<file path="config.mk">
export PLATFORM = sky130hd
export DESIGN_NAME = dff_array_wr_sched
export DESIGN_NICKNAME = d
export VERILOG_FILES = /design/src/rtl/dff_sched_pkg.sv /design/src/rtl/dff_xchecker.sv /design/src/rtl/rr_arbiter.sv /design/src/rtl/dff_array_wr_sched.sv
export SDC_FILE = /design/constraint.sdc
export NUM_CORES = 1
export LEC_CHECK = 0
export CELL_PAD_IN_SITES_DETAIL_PLACEMENT = 0
export CELL_PAD_IN_SITES_GLOBAL_PLACEMENT = 1
export CORE_ASPECT_RATIO = 0.9
export CORE_UTILIZATION = 21
export CTS_CLUSTER_SIZE = 40
export DETAILED_ROUTE_END_ITERATION = 10
export PLACE_DENSITY = 0.78
export SETUP_SLACK_MARGIN = 0.5
export SYNTH_ARGS = -nofsm -noshare
export SYNTH_HDL_FRONTEND = slang
export SYNTH_SLANG_ARGS = --single-unit
</file>
<file path="constraint.sdc">
create_clock -name CLK -period 1.7 [get_ports CLK]
set_input_delay 0.255 -clock CLK [delete_from_list [all_inputs] [get_ports CLK]]
set_output_delay 0.255 -clock CLK [all_outputs]
set_load 0.05 [all_outputs]
</file>
<file path="src/rtl/dff_sched_pkg.sv">
// rtl/dff_sched_pkg.sv - shared state type and default sizes for the DFF array write scheduler
// Contents: state_t (INIT, RUN) and the default NUM_REQ / DEPTH / WIDTH values.
package dff_sched_pkg;

  localparam int DEF_NUM_REQ = 4;
  localparam int DEF_DEPTH   = 16;
  localparam int DEF_WIDTH   = 32;

  typedef enum logic {
    INIT = 1'b0,
    RUN  = 1'b1
  } state_t;

endpackage

</file>
<file path="src/rtl/dff_xchecker.sv">
// rtl/dff_xchecker.sv - flags unknown write data whenever the write enable is high
// Ports:
//   clk   sampling clock
//   en    write enable
//   data  [WIDTH-1:0] write data that must be fully known while en is high
module dff_xchecker #(
  parameter int WIDTH = 32
) (
  input logic             clk,
  input logic             en,
  input logic [WIDTH-1:0] data
);

  a_no_x_wdata: assert property (@(posedge clk) en |-> !$isunknown(data));

endmodule

</file>
<file path="src/rtl/rr_arbiter.sv">
// rtl/rr_arbiter.sv - combinational round-robin pick, lowest request at or above the pointer
// Ports:
//   req   [N-1:0]  request vector
//   ptr   [PW-1:0] index with highest priority this cycle
//   grant [N-1:0]  one-hot grant, all-zero when req is all-zero
module rr_arbiter #(
  parameter int N  = 4,
  parameter int PW = 2
) (
  input  logic [N-1:0]  req,
  input  logic [PW-1:0] ptr,
  output logic [N-1:0]  grant
);

  logic [N-1:0] mask;
  logic [N-1:0] masked;
  logic [N-1:0] src;

  always_comb begin
    mask = '0;
    for (int i = 0; i < N; i++) begin
      mask[i] = (i >= int'(ptr));
    end
    masked = req & mask;
    // Requests at or above the pointer win; otherwise wrap to the bottom.
    src   = (|masked) ? masked : req;
    // Isolate the lowest set bit.
    grant = src & (~src + N'(1));
  end

endmodule

</file>
<file path="src/rtl/dff_array_wr_sched.sv">
// rtl/dff_array_wr_sched.sv - zero-fills a DFF array after reset, then schedules round-robin writes
// Ports:
//   CLK, RST                 clock, synchronous active-high reset
//   req_valid [NUM_REQ]      per-requester write request
//   req_addr  [NUM_REQ*AW]   per-requester address, slice i = requester i
//   req_data  [NUM_REQ*WIDTH] per-requester data, slice i = requester i
//   req_ready [NUM_REQ]      one-hot grant (combinational)
//   wr_stall                 storage busy, blocks all grants
//   WEN, WADDR, WDATA        registered write port to the array
//   init_done                high once every entry has been zeroed
module dff_array_wr_sched
  import dff_sched_pkg::*;
#(
  parameter int NUM_REQ = DEF_NUM_REQ,
  parameter int DEPTH   = DEF_DEPTH,
  parameter int WIDTH   = DEF_WIDTH,
  parameter int AW      = $clog2(DEPTH)
) (
  input  logic                     CLK,
  input  logic                     RST,
  input  logic [NUM_REQ-1:0]       req_valid,
  input  logic [NUM_REQ*AW-1:0]    req_addr,
  input  logic [NUM_REQ*WIDTH-1:0] req_data,
  output logic [NUM_REQ-1:0]       req_ready,
  input  logic                     wr_stall,
  output logic                     WEN,
  output logic [AW-1:0]            WADDR,
  output logic [WIDTH-1:0]         WDATA,
  output logic                     init_done
);

  localparam int PW = (NUM_REQ > 1) ? $clog2(NUM_REQ) : 1;

  state_t            state;
  state_t            state_next;
  logic [AW-1:0]     init_addr;
  logic [PW-1:0]     rr_ptr;
  logic [PW-1:0]     gidx;
  logic [PW-1:0]     ptr_next;
  logic [NUM_REQ-1:0] grant;
  logic              grant_en;
  logic              xfer;

  rr_arbiter #(.N(NUM_REQ), .PW(PW)) u_arb (
    .req   (req_valid),
    .ptr   (rr_ptr),
    .grant (grant)
  );

  always_ff @(posedge CLK) begin
    if (RST) state <= INIT;
    else     state <= state_next;
  end

  always_comb begin
    state_next = state;
    grant_en   = 1'b0;
    case (state)
      INIT: if (init_addr == AW'(DEPTH - 1)) state_next = RUN;
      RUN:  grant_en = !wr_stall;
      default: state_next = INIT;
    endcase
  end

  // Reset gates the grant combinationally so nothing transfers while RST is high.
  assign req_ready = (grant_en && !RST) ? grant : '0;
  assign xfer      = |req_ready;

  always_comb begin
    gidx = '0;
    for (int i = 0; i < NUM_REQ; i++) begin
      if (grant[i]) gidx = PW'(i);
    end
    ptr_next = (gidx == PW'(NUM_REQ - 1)) ? '0 : gidx + PW'(1);
  end

  always_ff @(posedge CLK) begin
    if (RST) begin
      init_addr <= '0;
      rr_ptr    <= '0;
      WEN       <= 1'b0;
      WADDR     <= '0;
      WDATA     <= '0;
      init_done <= 1'b0;
    end else if (state == INIT) begin
      WEN       <= 1'b1;
      WADDR     <= init_addr;
      WDATA     <= '0;
      init_addr <= init_addr + AW'(1);
      // Raised with the last sweep write so it coincides with WEN for DEPTH-1.
      if (init_addr == AW'(DEPTH - 1)) init_done <= 1'b1;
    end else begin
      WEN <= xfer;
      if (xfer) begin
        WADDR  <= req_addr[gidx*AW +: AW];
        WDATA  <= req_data[gidx*WIDTH +: WIDTH];
        rr_ptr <= ptr_next;
      end
    end
  end

  dff_xchecker #(.WIDTH(WIDTH)) u_xchk (
    .clk  (CLK),
    .en   (WEN),
    .data (WDATA)
  );

endmodule

</file>
==> run metrics, run 1 <==
post-synthesis instance area=2521 um2; simple-gate portion of the synthesized area=roughly an eighth; via count of the first global-routing pass=roughly 3.1k; number of levels in the clock H-tree=2; RePlAce Congestion=0.8280; Worst setup startpoint=rr_ptr[1]$_SDFFE_PP0P_; detailed-router iteration count before antenna repair=4; worst slew margin relative to its limit=81.11%; critical path capture point type=output port; Syn Nets=roughly 440; Starting Density=a little over a fifth; maximum vdd ir drop=0.3617 mV; combinational share of power=around 25%; cell depth of the worst hold path=2; I/O pins=about 190; non-filler instance count after layout=640; Detailed Route Iter0 Violations=a little over 90; HPWL after detailed placement=a little over 7 mm; run status=finished, final reports clean; Layout area overhead=96.87%; number of hold violations in the final report=0; CTS tree=done; clock slew at the register clock pins of the worst setup and hold paths=around 0.060 ns; FF-to-FF setup slack=about 0.030 ns; cell internal pwr=between 2 and 2.5 mW; Clock Latency Late Sink=0.29 ns; fraction of power consumed by the clock network=a little over a third; die span in x=around 120 um; setup repair after global routing missed its margin=true; Worst Min Path Start=WDATA[2]$_SDFFE_PP0P_; count of buffers from port buffering=between 150 and 200; floorplan row count=37; final number of setup-violating endpoints=0; Top FF cell, synth=dfxtp_1; RR Endpoint=WDATA[15]$_SDFFE_PP0P_; remaining antenna violation count=0; most common cell after layout, fill and taps aside=clkdlybuf4s50_1; post-placement cell area=4687 um2; Die Ht=about 110 um; maximum clock insertion buffer count=2; leakage power summed over all cells=a little over 2 nW; net switching power figure=between 600 and 700 uW; post-route clock period utilization=between 90% and 100%; fmax=just under 600 MHz; fraction of layout instances using a drive strength above 1=approximately 24%; sequential fraction of the synthesis area=a little over a third; number of standard cells after synthesis=285; portion of netlist area occupied by mux cells=15.48%; global-route wire length before repair=between 10 and 15 mm; compound-gate portion of the synthesized area=approximately 28%; Post-CTS Hold Buffers=0; area share of xor/xnor cells in the synthesized design=less than 1%; number of cells traversed by the worst register-to-register path=6; distinct cell type count of the synthesized netlist=34; number of CTS-inserted buffers=5; number of violations of the max-capacitance limit=0; cell at the root of the clock tree=clkbuf_16; CTS sink count=45; class of the most critical hold timing path=reg -> reg; count of antenna diodes in the layout=0; final routed DRC violation total=0; worst reg2reg startpoint=rr_ptr[1]$_SDFFE_PP0P_; Synth Area per Inst=8.846 um2; Max FO, Critical Path=6; hold worst-path end=WDATA[2]$_SDFFE_PP0P_; GRT Overall Usage=between 10% and 20%; commonest non-fill, non-tap cells in the layout=clkdlybuf4s50_1, buf_4, dfxtp_1; fin crit period=around 1.7 ns; final max-slew violation count=0; placeable core region=approximately 12000 um2; slew of the pin with the lowest slew margin=~0.28 ns; classification of the worst setup path=reg -> out; signal arrival time at the worst endpoint=roughly 1.4 ns; post-layout util=a little over two fifths; via count=approximately 3k; largest family of logic cells by synthesized area=compound AO/OA/AOI/OAI gates; required time of the critical path=around 1.4 ns; routed length per instance=between 15 and 20 um; post-route clock skew=about 0.0084 ns; total of warnings raised by yosys=0; adder and majority cell fraction of the synthesized area=less than 1%; sort of element at the start of the critical path=register; Final Net Count=635; antenna violations before repair=0; vias per inst=about 4.7; Post-synth EDFFs=0; Total Routed Length=roughly 9.6 mm; share of flip-flops with an asynchronous set or reset=0%; die area=12450 um2; power share of the sequential group=39.2%; global-route congestion overflow total=0; largest net degree at the start of global routing=41; cell area after layout=between 4000 and 5000 um2; total power divided by cell area=between 500 and 600 nW/um2; flops & latches, synth=45; number of placed cells counting well taps=around 630; switching portion of total power=24.70%
## through the flow
step	setup TNS [ns]	total power, mW	setup slack [ns]	hold slack (ns)
2_1_floorplan	0	1.357	0.1188	0.4537
3_3_place_gp	-15.69	1.748	-0.4484	0.4443
3_5_place_dp	-15.10	1.754	-0.4283	0.4550
4_1_cts	0	2.760	0.03277	0.4707
5_1_grt	-1.022	2.855	-0.06562	0.4836
6_report	0	2.735	0.006740	0.4656
## timing repair
item | CTS | global route
resized for setup | 20 | 17
endpoints found under the setup margin | 43 | 44
pin swaps | 3 | 6
buffers inserted | 4 | 0
gates cloned | 0 | 0
## registers in the layout (all words and copies together) (netlist names)
register / flops
WEN: 1
WADDR: 4
rr_ptr: 2
WDATA: 32
init_done: 1
state: 1
init_addr: 4
## cell usage after synthesis, drive strengths merged, types with 3 or more instances
master	count	area, um2
a21oi	11	55.05
nand2	34	127.6
o22ai	36	225.2
or2	4	25.02
o21ai	3	15.01
clkbuf	4	15.01
nor2b	7	43.79
o221ai	37	324.1
inv	3	11.26
mux2i	39	390.4
buf	26	161.4
dfxtp	45	900.9
nor2	15	56.30
## critical path, cell delays in order (launching register included)
cell and delay, ns:
dfxtp_4 0.37, buf_6 0.14, a21oi_2 0.13, o221a_1 0.22, and2_4 0.17, buf_12 0.13
## metal layers
metal | share of wire, % | wire length [um] | track usage (%)
met5 | 0 | 0 | 0
met4 | 0.76 | 73 | 3.480
met3 | 7.5 | 719 | 4.560
met2 | 49 | 4711 | 25.95
met1 | 43 | 4111 | 16.96
## cells by family (layout without fill, tap and decap cells)
| group | count (synthesis) | after routing |
|---|---|---|
| xor gates and xnor gates | 2 | 2 |
| AOI/OAI and AO/OA | 96 | 96 |
| DFF | 45 | 45 |
| adders and majority gates | 1 | 1 |
| muxes | 39 | 39 |
| buffers and inverters | 33 | 232 |
| and+or+nand+nor | 69 | 69 |
## power by group through the flow
stage / clock network (mW) / registers [mW] / logic (mW)
6_report: 0.983 / 1.07 / 0.680
2_1_floorplan: 0 / 1.11 / 0.243
4_1_cts: 1.02 / 1.07 / 0.666
5_1_grt: 1.06 / 1.07 / 0.726
3_5_place_dp: 0 / 1.10 / 0.656
3_3_place_gp: 0 / 1.10 / 0.650
## worst max-delay path by stage
stage	end
2_1_floorplan	WDATA[0]$_SDFFE_PP0P_
3_3_place_gp	WDATA[26]$_SDFFE_PP0P_
3_5_place_dp	WDATA[14]$_SDFFE_PP0P_
4_1_cts	req_ready[1]
5_1_grt	WDATA[27]$_SDFFE_PP0P_
6_report	req_ready[1]
## final cells by class
| class | count | area (um2) |
|---|---|---|
| timing repair buffer | 221 | 2133 |
| inverter | 3 | 13.76 |
| sequential | 45 | 907.1 |
| clock inverter | 3 | 21.27 |
| clock buffer | 5 | 125.1 |
| fill | 1174 | 6610 |
| tap | 156 | 195.2 |
| multi-input combinational | 207 | 1568 |
Note: power is estimated with default switching activity, not from simulation.
==> run 2, diff against run 1 <==
- CORE_ASPECT_RATIO: 0.9 -> unset
- CORE_UTILIZATION: 21 -> 23
- PLACE_DENSITY: 0.78 -> unset
- PLACE_DENSITY_LB_ADDON: unset -> 0.05
- clock period: 1.7 -> 1.83 ns (I/O delays scaled with it)
==> run 2 against run 1 <==
- sequential share of layout area down 0.99 points
- largest power group unchanged
- die area is 8.5% lower
- critical endpoint is now WDATA[31]$_SDFFE_PP0P_
- clock-buffer cell count increased by 2
- global-route usage increased by 3.6 points
- clock power fell by 28%
- largest cell class unchanged
==> run metrics, run 2 (synthesized netlist as in run 1, its figures left out) <==
I/O pins=193 (unchanged); final routed DRC violation total=0 (unchanged); cell at the root of the clock tree=clkbuf_8; leakage power summed over all cells=2.192 nW (+6.2%); Die Ht=106.7 um (+0.71%); global-route congestion overflow total=0 (unchanged); clock slew at the register clock pins of the worst setup and hold paths=0.09 ns (+0.03 ns); routed length per instance=16.97 um (+13%); maximum vdd ir drop=0.2871 mV (-21%); die area=11380 um2 (-8.5%); FF+latch area=907.1 um2 (unchanged); footprint of the multi-input gates=1618 um2 (+3.2%); worst slew margin relative to its limit=79.02% (-2.1 points); family with the most delay on the worst path=compound AO/OA/AOI/OAI gates; CTS tree=done; global-route wire length before repair=16.07 mm (+8.7%); die span in x=106.7 um (-9.2%); number of cells on the critical path=7 (+2); post-route worst hold slack=0.4682 ns (+0.002643 ns); critical path capture point type=register; vias per inst=4.877 (+3.3%); commonest non-fill, non-tap cells in the layout=clkdlybuf4s50_1, dfxtp_1, o221ai_1; sort of element at the start of the critical path=register; via count of the first global-routing pass=3188 (+4.4%); antenna violations before repair=0 (unchanged); number of hold violations in the final report=0 (unchanged); buffering stage count on the worst path with inverters included=2 (unchanged); Worst setup startpoint=rr_ptr[1]$_SDFFE_PP0P_; number of levels in the clock H-tree=2 (unchanged); Layout area overhead=108.1%; signal arrival time at the worst endpoint=1.90 ns (+0.46 ns); CTS sink count=45 (unchanged); required time of the critical path=2.01 ns (+0.57 ns); final total negative setup slack=0 ns (unchanged); count of antenna diodes in the layout=0 (unchanged); number of violations of the max-capacitance limit=0 (unchanged); post-route clock skew=0.005701 ns (-0.002659 ns); RePlAce Congestion=0.7404 (-11%); number of cells traversed by the worst register-to-register path=7 (+1); delay of the slowest cell on the worst path=0.40 ns (+0.03 ns); cell depth of the worst hold path=2 (unchanged); HPWL after detailed placement=7.375 mm (+3.5%); Detailed Route Iter0 Violations=56 (-38%); number of fillers in the final layout=999 (-15%); run status=finished, final reports clean; Final Net Count=648 (+2.0%); largest net degree at the start of global routing=19 (-54%); post-route clock period utilization=94.09%; fmax=approximately 580 MHz; setup repair after global routing missed its margin=true; register ranked first by flip-flop count=WDATA; Starting Density=24.10% (+2.3 points); remaining antenna violation count=0 (unchanged); post-layout util=50.14% (+7.3 points); fraction of layout instances using a drive strength above 1=27.77% (+3.4 points); Max FO, Critical Path=9 (+3); ordered cell list for the critical path=mux2i_1 -> nor2_1 -> a311o_2 -> buf_8 -> buf_16 -> mux2i_2 -> o221ai_1; fin crit period=1.722 ns; slew of the pin with the lowest slew margin=0.3148 ns (+0.03178 ns); maximum clock insertion buffer count=2 (unchanged); worst reg2reg startpoint=rr_ptr[1]$_SDFFE_PP0P_; worst-case setup margin in the final layout=0.1082 ns (+0.1014 ns); total power divided by cell area=462.5 nW/um2 (-16%); Worst Min Path Start=WDATA[27]$_SDFFE_PP0P_; count of buffers from port buffering=192 (unchanged); max reg flops=32 (unchanged); class of the most critical hold timing path=reg -> reg; GRT Overall Usage=18.17% (+3.6 points); setup slack at placement=-0.3143 ns (+0.1139 ns); Clock Latency Late Sink=0.30 ns (about the same); final max-slew violation count=0 (unchanged); Regs by FF count=WDATA x32, WADDR x4, init_addr x4; floorplan row count=37 (unchanged); placeable core region=10460 um2 (-9.6%); most common cell after layout, fill and taps aside=clkdlybuf4s50_1; Total Routed Length=10.74 mm (+12%); number of CTS-inserted buffers=5 (unchanged); CP max stage cell=dfxtp_4; via count=3087 (+2.2%); detailed-router iteration count before antenna repair=4 (unchanged); final number of setup-violating endpoints=0 (unchanged); classification of the worst setup path=reg -> reg
-- run 2: cell count changes in the layout (fill, tap and decap cells not counted), moves of 4 or more --
cell	change
buf_2	+13
clkbuf_8	+7
clkbuf_16	-4
o22ai_2	+6
clkdlybuf4s15_2	+8
clkdlybuf4s18_2	+7
buf_16	+7
o22ai_1	-6
buf_4	-26
-- run 2: repair_timing --
action | CTS | global route
hold buffers | 0 | 0
gates cloned | 6 | 1
setup endpoints to repair | 70 | 60
pin swaps | 9 | 8
buffers inserted | 8 | 0
gates resized for setup | 127 | 45
-- run 2: worst register-to-register path, cell delays in order (launching register included) --
cell and delay, ns:
dfxtp_4 0.40, mux2i_1 0.19, nor2_1 0.05, a311o_2 0.34, buf_8 0.17, buf_16 0.16
mux2i_2 0.17, o221ai_1 0.13
-- run 2: path summary, 6_finish.rpt --
kind                                 end  slack (ns)
setup / recovery  WDATA[31]$_SDFFE_PP0P_        0.11
hold / removal    WDATA[27]$_SDFFE_PP0P_        0.47
setup reg to reg  WDATA[31]$_SDFFE_PP0P_        0.11
hold reg to reg   WDATA[27]$_SDFFE_PP0P_        0.47
-- run 2: final cells by class --
type	instances	area share [%]
clock buffer	7	1.836
tap	136	3.243
inverter	3	0.2146
sequential	45	17.29
multi-input combinational	207	30.84
timing repair buffer	234	46.48
clock inverter	1	0.09540
-- run 2: layer usage --
metal	routed length [um]	vias to the layer above	track usage [%]
li1	-	1514	-
met1	4421	1440	20.34
met2	5418	122	33.36
met3	741	11	4.924
met4	161	0	5.284
met5	0	-	0
-- run 2: power breakdown --
part	switching (mW)	internal [mW]	leakage (nW)
Combinational	0.242	0.479	1.77
Clock	0.367	0.342	0.0542
Sequential	0.00749	0.988	0.366
Total	0.617	1.81	2.19
-- run 2: per-stage QoR --
stage               instance area (um2)  instances  total power [mW]
floorplan                          2616        285             1.261
global placement                   4767        610             1.628
detailed placement                 4767        610             1.633
CTS                                5243        632             2.441
global route                       5246        633             2.526
finish                             5246        633             2.427
==> run 3, diff against run 2 <==
- ABC_CLOCK_PERIOD_IN_PS: unset -> 1830
==> results of run 3 <==
Final layout, timing and power as in run 2 (identical DEF).
